<file path="src/rtl/param_rx_fifo.sv">
`default_nettype none
// ============================================================================
// Module      : param_rx_fifo
// Description : Parametrised first-word-fall-through receive FIFO with
//               occupancy count, watermarks, flush and sticky error flags.
// Revision    : 1.0 - initial release
// ============================================================================
module param_rx_fifo #(
    parameter int DATA_WIDTH = 8,
    parameter int DEPTH      = 8,
    parameter int AF_THRESH  = DEPTH - 1,
    parameter int AE_THRESH  = 1
) (
    input  logic                      clk,
    input  logic                      rst,
    input  logic                      flush,
    input  logic                      clr_err,
    input  logic                      w_enable,
    input  logic [DATA_WIDTH-1:0]     w_data,
    input  logic                      r_enable,
    output logic [DATA_WIDTH-1:0]     r_data,
    output logic                      empty,
    output logic                      full,
    output logic                      almost_full,
    output logic                      almost_empty,
    output logic [$clog2(DEPTH):0]    count,
    output logic                      overflow,
    output logic                      underflow
);

    localparam int                 c_ADDR      = $clog2(DEPTH);
    localparam logic [c_ADDR:0]    c_DEPTH_CNT = DEPTH[c_ADDR:0];
    localparam logic [c_ADDR:0]    c_AF        = AF_THRESH[c_ADDR:0];
    localparam logic [c_ADDR:0]    c_AE        = AE_THRESH[c_ADDR:0];

    logic [DATA_WIDTH-1:0] r_mem [DEPTH];
    logic [c_ADDR-1:0]     r_wr_ptr;
    logic [c_ADDR-1:0]     r_rd_ptr;
    logic [c_ADDR:0]       r_count;
    logic                  r_overflow;
    logic                  r_underflow;

    logic w_rd_accept;
    logic w_wr_accept;
    logic w_ovf_set;
    logic w_udf_set;

    // A write into a full FIFO is allowed when a pop frees a slot on the same edge.
    assign w_rd_accept = r_enable && !empty;
    assign w_wr_accept = w_enable && (!full || w_rd_accept);
    assign w_ovf_set   = w_enable && full && !r_enable;
    assign w_udf_set   = r_enable && empty;

    assign empty        = (r_count == '0);
    assign full         = (r_count == c_DEPTH_CNT);
    assign almost_full  = (r_count >= c_AF);
    assign almost_empty = (r_count <= c_AE);
    assign count        = r_count;
    assign overflow     = r_overflow;
    assign underflow    = r_underflow;
    assign r_data       = empty ? '0 : r_mem[r_rd_ptr];

    always_ff @(posedge clk) begin
        if (!rst && !flush && w_wr_accept) begin
            r_mem[r_wr_ptr] <= w_data;
        end
    end

    always_ff @(posedge clk) begin
        if (rst) begin
            r_wr_ptr <= '0;
            r_rd_ptr <= '0;
            r_count  <= '0;
        end else if (flush) begin
            r_wr_ptr <= '0;
            r_rd_ptr <= '0;
            r_count  <= '0;
        end else begin
            if (w_wr_accept) begin
                r_wr_ptr <= r_wr_ptr + 1'b1;
            end
            if (w_rd_accept) begin
                r_rd_ptr <= r_rd_ptr + 1'b1;
            end
            case ({w_wr_accept, w_rd_accept})
                2'b10:   r_count <= r_count + 1'b1;
                2'b01:   r_count <= r_count - 1'b1;
                default: r_count <= r_count;
            endcase
        end
    end

    // Sticky flags: a set event beats a simultaneous clear; flush leaves them alone.
    always_ff @(posedge clk) begin
        if (rst) begin
            r_overflow  <= 1'b0;
            r_underflow <= 1'b0;
        end else if (!flush) begin
            if (w_ovf_set) begin
                r_overflow <= 1'b1;
            end else if (clr_err) begin
                r_overflow <= 1'b0;
            end
            if (w_udf_set) begin
                r_underflow <= 1'b1;
            end else if (clr_err) begin
                r_underflow <= 1'b0;
            end
        end
    end

endmodule
`default_nettype wire

</file>
<file path="config.mk">
export PLATFORM = sky130hd
export DESIGN_NAME = param_rx_fifo
export DESIGN_NICKNAME = d
export VERILOG_FILES = /design/src/rtl/param_rx_fifo.sv
export SDC_FILE = /design/constraint.sdc
export NUM_CORES = 1
export LEC_CHECK = 0
export ABC_CLOCK_PERIOD_IN_PS = 7200
export BUFFER_PORTS_ARGS = -buffer_cell sky130_fd_sc_hd__buf_2
export CAP_MARGIN = 30
export CORE_MARGIN = 3
export CORE_UTILIZATION = 50
export CTS_BUF_LIST = sky130_fd_sc_hd__clkbuf_4
export CTS_CLUSTER_SIZE = 10
export DETAILED_ROUTE_END_ITERATION = 12
export MAX_ROUTING_LAYER = met4
export PLACE_DENSITY_LB_ADDON = 0.15
export SKIP_CTS_REPAIR_TIMING = 1
export SLEW_MARGIN = 20
export SYNTH_ARGS = -nofsm -noshare
export SYNTH_HDL_FRONTEND = slang
export SYNTH_SLANG_ARGS = --single-unit
</file>
<file path="constraint.sdc">
create_clock -name clk -period 7.2 [get_ports clk]
set_clock_uncertainty 0.05 [all_clocks]
set_input_delay 0 -clock clk [delete_from_list [all_inputs] [get_ports clk]]
set_output_delay 0 -clock clk [all_outputs]
set_load 0.02 [all_outputs]
</file>
==> results of run 1 <==
cells in the mapped netlist, types with 2 or more instances:
| cell type | count | area [um2] |
|---|---|---|
| clkbuf_1 | 5 | 18.77 |
| nor3_1 | 4 | 20.02 |
| nand2_1 | 4 | 15.01 |
| nor3b_1 | 5 | 37.54 |
| nand2b_1 | 2 | 12.51 |
| a31oi_1 | 2 | 12.51 |
| clkbuf_2 | 2 | 10.01 |
| a32oi_1 | 2 | 17.52 |
| nand3b_1 | 2 | 15.01 |
| buf_2 | 3 | 15.01 |
| or3_1 | 2 | 12.51 |
| nor2_1 | 28 | 105.1 |
| inv_1 | 3 | 11.26 |
| dfxtp_1 | 15 | 300.3 |
| ha_1 | 5 | 62.56 |
| nand3_1 | 6 | 30.03 |
| buf_1 | 2 | 7.510 |
| xor2_1 | 4 | 35.03 |
| edfxtp_1 | 64 | 1922 |
| o211ai_1 | 3 | 22.52 |
| mux4_2 | 16 | 360.4 |
| mux2i_1 | 12 | 120.1 |
worst paths after layout:
path / from / slack, ps / end
worst min-delay path: r_enable / 30 / r_rd_ptr[2]
worst max register to register: count[1] / 4480 / r_mem[1][4]
worst max-delay path: count[1] / 4480 / r_mem[1][4]
worst min register to register: r_rd_ptr[2] / 470 / r_rd_ptr[2]
flip-flops by register name, summed over array words and instances, names as in the netlist, named ones only:
signal / flops
r_mem: 64
r_wr_ptr: 3
count: 4
underflow: 1
overflow: 1
r_rd_ptr: 3
area by class of cell:
type | instances | area share, %
clock inverter | 7 | 1.053
timing repair buffer | 52 | 8.947
multi-input combinational | 115 | 26.87
sequential | 79 | 58.42
clock buffer | 9 | 1.776
inverter | 4 | 0.3947
tap | 77 | 2.533
per-stage QoR:
| stage | setup slack [ps] | total power [uW] | cells | cell area (um2) |
|---|---|---|---|---|
| after floorplan | 4640 | 552.1 | 211 | 3313 |
| after global placement | 4468 | 573.9 | 310 | 3541 |
| after detailed placement | 4506 | 575.1 | 313 | 3556 |
| after CTS | 4487 | 784.2 | 329 | 3664 |
| after global routing | 4261 | 815.0 | 343 | 3804 |
| final | 4481 | 785.0 | 343 | 3804 |
metal layers:
metal	vias to the layer above	share of wire, %	wire length, um	GRT usage [%]
met3	10	3.7	240	2.838
met4	0	1.6	105	7.671
met5	-	0	0	-
li1	918	-	-	-
met2	57	53	3400	29.86
met1	981	42	2715	21.86
cell families (layout without fill, tap and decap cells):
logic type / Yosys count / in the layout / synth area share [%]
simple gates: 61 / 61 / 9.328
flops: 79 / 79 / 67.07
fa+ha+maj: 5 / 5 / 1.888
mux: 29 / 29 / 14.84
buf+inv: 17 / 72 / 2.228
xor+xnor: 5 / 5 / 1.322
compound gates: 15 / 15 / 3.323
report_power, final:
group          total, uW  switching (uW)  leakage (uW)  internal (uW)
combinational       70.2            41.6      0.000560           28.6
clock                214             147     0.0000544           67.5
sequential           500            3.89      0.000698            497
worst register-to-register path, delay by kind of cell (launching register included):
family / cells / cell delay [ps]
adder cells (fa/ha/maj): 1 / 290
AO/OA/AOI/OAI: 1 / 270
AND/OR/NAND/NOR: 3 / 950
flip-flops: 1 / 460
buffers and inverters: 2 / 410
==> reports/results.tsv, run 1 <==
stage	metric	value	unit
synth	Post-synth EDFFs	64	
power_and_ir_drop	Cell Pwr Density	206.4	mW/mm2
cts	CTS tree	built	
finish	most common cell after layout, fill and taps aside	edfxtp_1	
min_path	hold path depth	4	
floorplanning	IO Count	32	
power_and_ir_drop	peak supply drop	0.1102	mV
min_path	Hold Crit Class	in -> reg	
global_routing	largest net degree at the start of global routing	17	
worst_setup_path	Critical Path RT	7270	ps
timing	setup TNS	0	ps
floorplanning	core area	0.006386	mm2
routing	drt first pass iters	5	
cts	clk root buf	clkbuf_4	
synth	number of distinct library cells after synthesis	42	
worst_setup_path	Reg2Reg Depth	7	
timing	final hold violations	0	
worst_setup_path	Worst EP arrival	2790	ps
worst_setup_path	critical path class	reg -> reg	
global_routing	initial antenna violation count	0	
global_routing	first-pass GRT wire length	9.749	mm
worst_setup_path	critical path's largest stage delay	580	ps
synth	Syn Nets	230	
cts	Max clock buf depth	2	
finish	fill count	510	
floorplanning	Die H	87.40	um
timing	Max Fclk	367.8	MHz
cts	Reg clk slew, reported paths	120	ps
cts	CTS Buf Count	9	
finish	FF/Latch Area	0.002222	mm2
job	number of max-cap violations	0	
routing	vias per inst	5.732	
synth	Synth warnings	0	
power_and_ir_drop	cell leakage power	0.001313	uW
finish	Multi-input gate area	0.001022	mm2
synth	Mean Syn Cell Area	15.70	um2
finish	share of cells above drive strength 1	27.07	%
synth	main flop type after synthesis	edfxtp_1	
worst_setup_path	critical-path cell list	inv_1, ha_1, nand3b_2, o21a_1, nand3_1, nor3_1, buf_2	
global_routing	Tot GR Track Use	18.00	%
worst_setup_path	crit start category	register	
routing	Vias	1966	
worst_setup_path	CP endpoint kind	register	
synth	Gate Count Post-Synth	211	
timing	unrepaired setup endpoints after global routing	no	
cts	# H-tree levels	3	
cts	clock latency on the worst-skew pair	400	ps
placed_design	port bufs	31	
finish	Layout Area Growth over Synthesis	14.80	%
placed_design	hpwl dp	4.220	mm
timing	setup violators final	0	
timing	Period minus WS final	2719	ps
timing	Final Cycle Share	37.76	%
routing	Routed WL per cell	18.84	um
outcome	status	finished clean	
routing	DRC viols	0	
timing	Slew HR	37.75	%
floorplanning	Row Count	29	
routing	Antenna Nets Post-Route	0	
synth	post-synth design cell area	0.003313	mm2
worst_setup_path	cell family with most CP delay	simple AND/OR/NAND/NOR gates	
worst_setup_path	crit-path max FO	7	
routing	starting DRC count in detailed routing	69	
placed_design	Placer Congestion	0.8902	
finish	post-layout util	59.56	%
timing	worst hold slack	33.05	ps
floorplanning	DIE WIDTH	87.40	um
finish	Nets	280	
worst_setup_path	crit path buf inv count	2	
synth	FFs w/ async S/R, synth	0	%
floorplanning	total die area	0.007639	mm2
finish	most frequent cells in the layout	64 x edfxtp_1, 34 x buf_2, 28 x nor2_1	
timing	Slew @ Worst Pin	929.6	ps
synth	sequential-to-total area share from yosys stat	67.07	%
routing	Post-Route WL	6.462	mm
floorplanning	Initial Utilization	51.88	%
worst_setup_path	Slowest cell on crit path	nor3_1	
worst_setup_path	critical path depth	7	
finish	antenna cells	0	
global_routing	vias in the first global route	1897	
timing	final count of pins violating max slew	0	
cts	CTS Sinks	79	
global_routing	grt ovf	0	
synth	number of synthesized register bits	79	
Note: power is estimated with default switching activity, not from simulation.
==> run 2: changes to the inputs <==
--- a/config.mk
+++ b/config.mk
@@ -5,7 +5,7 @@
 export SDC_FILE = /design/constraint.sdc
 export NUM_CORES = 1
 export LEC_CHECK = 0
-export ABC_CLOCK_PERIOD_IN_PS = 7200
+export ABC_CLOCK_PERIOD_IN_PS = 2600
 export BUFFER_PORTS_ARGS = -buffer_cell sky130_fd_sc_hd__buf_2
 export CAP_MARGIN = 30
 export CORE_MARGIN = 3
==> constraint.sdc (replaced) <==
create_clock -name clk -period 2.6 [get_ports clk]
set_clock_uncertainty 0.05 [all_clocks]
set_input_delay 0 -clock clk [delete_from_list [all_inputs] [get_ports clk]]
set_output_delay 0 -clock clk [all_outputs]
set_load 0.02 [all_outputs]
==> reports/results.tsv, run 2 (same netlist as run 1, synthesis figures left out) <==
stage	metric	value	unit
cts	clk root buf	clkbuf_4	
cts	CTS tree	built	
routing	Post-Route WL	6.701	mm
finish	Layout Area Growth over Synthesis	17.52	%
min_path	Hold Crit Class	in -> reg	
floorplanning	core area	0.006386	mm2
power_and_ir_drop	Cell Pwr Density	614.3	mW/mm2
cts	Max clock buf depth	2	
finish	most common cell after layout, fill and taps aside	edfxtp_1	
finish	share of cells above drive strength 1	29.26	%
timing	setup violators final	0	
floorplanning	IO Count	32	
cts	CTS Sinks	79	
floorplanning	Die H	87.40	um
floorplanning	Initial Utilization	51.88	%
finish	post-layout util	60.97	%
finish	Nets	284	
cts	Reg clk slew, reported paths	100	ps
global_routing	initial antenna violation count	0	
job	number of max-cap violations	0	
worst_setup_path	Worst EP arrival	2310	ps
floorplanning	Row Count	29	
global_routing	largest net degree at the start of global routing	17	
global_routing	first-pass GRT wire length	9.908	mm
worst_setup_path	critical path class	reg -> reg	
timing	unrepaired setup endpoints after global routing	no	
routing	vias per inst	5.585	
power_and_ir_drop	peak supply drop	0.3765	mV
worst_setup_path	CP endpoint kind	register	
cts	clock latency on the worst-skew pair	400	ps
timing	setup TNS	0	ps
power_and_ir_drop	total power	2392	uW
worst_setup_path	Slowest cell on crit path	dfxtp_1	
timing	final count of pins violating max slew	0	
timing	final hold violations	0	
routing	DRC viols	0	
placed_design	hpwl dp	4.549	mm
worst_setup_path	crit-path max FO	8	
placed_design	port bufs	31	
worst_setup_path	Critical Path RT	2670	ps
floorplanning	DIE WIDTH	87.40	um
timing	Slew HR	51.67	%
timing	Slew @ Worst Pin	724.0	ps
global_routing	grt ovf	0	
cts	# H-tree levels	3	
timing	Max Fclk	445.7	MHz
global_routing	Tot GR Track Use	18.96	%
finish	fill count	505	
worst_setup_path	critical-path cell list	inv_1, ha_1, nand3b_2, o21a_1, nand3b_1, nor3b_1, buf_4	
finish	Top reg by flops	r_mem	
floorplanning	total die area	0.007639	mm2
routing	Routed WL per cell	19.31	um
worst_setup_path	crit start category	register	
timing	Period minus WS final	2243	ps
finish	max reg flops	64	
placed_design	Place WS	375.2	ps
routing	Vias	1938	
routing	drt first pass iters	5	
power_and_ir_drop	cell leakage power	0.001372	uW
global_routing	vias in the first global route	1832	
timing	fin worst setup slack	356.5	ps
outcome	status	finished clean	
finish	most frequent cells in the layout	64 x edfxtp_1, 31 x buf_2, 28 x nor2_1	
timing	Final Cycle Share	86.29	%
worst_setup_path	critical path's largest stage delay	450	ps
routing	Antenna Nets Post-Route	0	
cts	CTS Buf Count	9	
routing	starting DRC count in detailed routing	117	
finish	antenna cells	0	
placed_design	Placer Congestion	0.7931	
[run 2: changes by cell type in the layout (fill, tap and decap cells not counted), sizes merged]
cell | previous run | this run
clkinvlp | 2 | 0
clkinv | 5 | 2
bufinv | 0 | 2
buf | 38 | 42
clkbuf | 9 | 12
[run 2: final cells by class]
class	count	area [um2]	share of cell area (%)
Multi-Input combinational cell	115	1022	26.25
Clock buffer	12	90.09	2.314
Sequential cell	79	2222	57.07
Tap cell	77	96.34	2.474
Inverter	4	15.01	0.3856
Clock inverter	4	70.07	1.799
Timing Repair Buffer	56	377.9	9.704
[run 2: path summary, 6_finish.rpt]
kind / cells past startpoint / end / slack [ps] / start
max: 7 / r_mem[4][1] / 360 / count[0]
min: 3 / count[1] / 30 / w_enable
max reg2reg: 7 / r_mem[4][1] / 360 / count[0]
min reg2reg: 2 / r_rd_ptr[2] / 460 / r_rd_ptr[2]
[run 2: per-layer routing]
metal  track usage [%]  share of wire [%]
met2             28.49                 49
met3             4.920                6.3
met1             24.62                 43
met5                 -                  0
met4             7.810                1.3
[run 2: through the flow]
| step | hold WS (ps) | instances | area, um2 |
|---|---|---|---|
| final | 27.09 | 347 | 3894 |
| after global routing | 32.65 | 347 | 3894 |
| after floorplan | 22.38 | 211 | 3313 |
| after detailed placement | 160.9 | 317 | 3593 |
| after global placement | 158.1 | 317 | 3593 |
| after CTS | -301.0 | 333 | 3754 |
[run 2: worst max-delay path, delay by kind of cell (launching register included)]
family,cells,cell delay (ps)
flops,1,450
compound gates,1,260
fa+ha+maj,1,300
buf+inv,2,310
simple gates,3,580
[run 2: report_power, final]
group	switching [uW]	internal, uW
Combinational	119	83.8
Sequential	10.6	1370
Clock	383	421
Total	513	1880
==> run 3: changes to the inputs <==
--- a/config.mk
+++ b/config.mk
@@ -8,13 +8,14 @@
 export ABC_CLOCK_PERIOD_IN_PS = 2600
 export BUFFER_PORTS_ARGS = -buffer_cell sky130_fd_sc_hd__buf_2
 export CAP_MARGIN = 30
+export CORE_ASPECT_RATIO = 1.75
 export CORE_MARGIN = 3
 export CORE_UTILIZATION = 50
 export CTS_BUF_LIST = sky130_fd_sc_hd__clkbuf_4
 export CTS_CLUSTER_SIZE = 10
 export DETAILED_ROUTE_END_ITERATION = 12
 export MAX_ROUTING_LAYER = met4
-export PLACE_DENSITY_LB_ADDON = 0.15
+export PLACE_DENSITY_LB_ADDON = 0.3
 export SKIP_CTS_REPAIR_TIMING = 1
 export SLEW_MARGIN = 20
 export SYNTH_ARGS = -nofsm -noshare
==> reports/results.tsv, run 3 (same netlist as run 1, synthesis figures left out) <==
stage	metric	value	unit
worst_setup_path	Worst EP arrival	2290	ps
finish	fill count	491	
power_and_ir_drop	cell leakage power	0.001344	uW
routing	Vias	1914	
power_and_ir_drop	Cell Pwr Density	588.6	mW/mm2
placed_design	port bufs	31	
power_and_ir_drop	peak supply drop	0.3753	mV
routing	DRC viols	0	
placed_design	placed cells	320	
finish	Top reg by flops	r_mem	
finish	Finished Layout Cells	350	
worst_setup_path	internal reg-to-reg setup slack	380	ps
routing	starting DRC count in detailed routing	65	
cts	clock latency on the worst-skew pair	410	ps
power_and_ir_drop	clock power share	30.3	%
finish	share of cells above drive strength 1	28.89	%
routing	Antenna Nets Post-Route	0	
timing	Period minus WS final	2222	ps
global_routing	initial antenna violation count	0	
routing	vias per inst	5.469	
finish	Layout Area Growth over Synthesis	16.92	%
cts	CTS tree	built	
power_and_ir_drop	Int Pwr	1758	uW
worst_setup_path	Reg2Reg Launch Point	count[1]	
worst_setup_path	critical path launch point	count[1]	
timing	final hold violations	0	
min_path	Hold Crit Class	in -> reg	
floorplanning	Die H	113.7	um
routing	Post-Route WL	6.320	mm
floorplanning	IO Count	32	
worst_setup_path	crit-path max FO	8	
placed_design	hpwl dp	4.519	mm
floorplanning	DIE WIDTH	67.54	um
cts	clk root buf	clkbuf_4	
cts	# H-tree levels	3	
worst_setup_path	Critical Path RT	2670	ps
placed_design	Placer Congestion	0.7996	
power_and_ir_drop	sw frac	22.88	%
finish	most common cell after layout, fill and taps aside	edfxtp_1	
timing	Final Cycle Share	85.45	%
timing	Slew @ Worst Pin	811.2	ps
global_routing	largest net degree at the start of global routing	17	
floorplanning	total die area	0.007678	mm2
worst_setup_path	critical path class	reg -> reg	
worst_setup_path	Crit Reg-Reg Endpoint	r_mem[3][3]	
cts	Max clock buf depth	2	
timing	unrepaired setup endpoints after global routing	no	
worst_setup_path	crit start category	register	
floorplanning	Row Count	38	
finish	Nets	284	
finish	max reg flops	64	
worst_setup_path	Reg2Reg Depth	7	
worst_setup_path	CP endpoint kind	register	
floorplanning	core area	0.006324	mm2
cts	CTS Sinks	79	
routing	drt first pass iters	4	
routing	Routed WL per cell	18.06	um
global_routing	Tot GR Track Use	19.19	%
timing	Max Fclk	450.1	MHz
timing	final count of pins violating max slew	0	
timing	Slew HR	45.92	%
global_routing	grt ovf	0	
finish	antenna cells	0	
power_and_ir_drop	Seq pwr share	60.8	%
cts	Reg clk slew, reported paths	120	ps
worst_setup_path	Setup crit end	r_mem[3][3]	
power_and_ir_drop	Comb pwr share	8.9	%
floorplanning	Initial Utilization	52.39	%
finish	most frequent cells in the layout	64 x edfxtp_1, 31 x buf_2, 28 x nor2_1	
job	number of max-cap violations	0	
global_routing	vias in the first global route	1917	
outcome	status	finished clean	
cts	CTS Buf Count	9	
power_and_ir_drop	P_sw	521.6	uW
timing	setup violators final	0	
timing	setup TNS	0	ps
global_routing	first-pass GRT wire length	10.03	mm
[run 3: cell count changes in the layout (fill, tap and decap cells not counted)]
cell	previous run	this run
clkinv_2	2	1
bufinv_16	2	1
clkinvlp_4	0	3
clkinv_1	0	1
clkbuf_4	12	10
[run 3: worst max-delay path, cell delays in order, from the launching register on]
cell	delay, ps
dfxtp_1	450
inv_1	110
ha_1	280
nand3b_2	160
o21a_1	260
nand3_1	180
nor3b_1	240
buf_4	210
[run 3: worst min-delay path by stage]
stage                        start        end  slack [ps]  depth (start not counted)
after global routing      w_enable   count[1]          10                          3
after floorplan                rst   overflow          20                          1
after CTS                      rst   overflow        -320                          2
after global placement         rst  underflow         150                          2
after detailed placement       rst   overflow         160                          2
final                     w_enable   count[2]          10                          4
[run 3: area by class of cell]
cell class / instances / area, um2 / share of cell area [%]
Sequential cell: 79 / 2222 / 57.36
Multi-Input combinational cell: 115 / 1022 / 26.39
Timing Repair Buffer: 56 / 377.9 / 9.754
Tap cell: 80 / 100.1 / 2.584
Clock buffer: 10 / 75.07 / 1.938
Clock inverter: 6 / 61.31 / 1.583
Inverter: 4 / 15.01 / 0.3876
[run 3: metrics by stage]
| stage | power (uW) | worst slack, ps | hold slack, ps | utilization (%) | cell area (um2) |
|---|---|---|---|---|---|
| 6_report | 2280 | 378.4 | 9.926 | 61.26 | 3874 |
| 3_3_place_gp | 1603 | 456.0 | 152.7 | 56.89 | 3597 |
| 3_5_place_dp | 1605 | 403.1 | 157.4 | 56.89 | 3597 |
| 5_1_grt | 2381 | 136.3 | 14.57 | 61.26 | 3874 |
| 4_1_cts | 2290 | 367.4 | -319.2 | 59.04 | 3734 |
| 2_1_floorplan | 1529 | 40.19 | 22.38 | - | 3313 |
[run 3: power by group through the flow]
stage	sequential [uW]	combinational (uW)	clock [uW]
floorplan	1420	114	0
global placement	1410	189	0
detailed placement	1410	191	0
CTS	1390	191	714
global route	1390	224	769
finish	1390	204	691
[run 3: routing by layer]
layer	track usage (%)	part of all wire (%)
met1	22.10	38
met2	31.75	56
met3	4.138	3.7
met4	7.995	2.5
met5	-	0
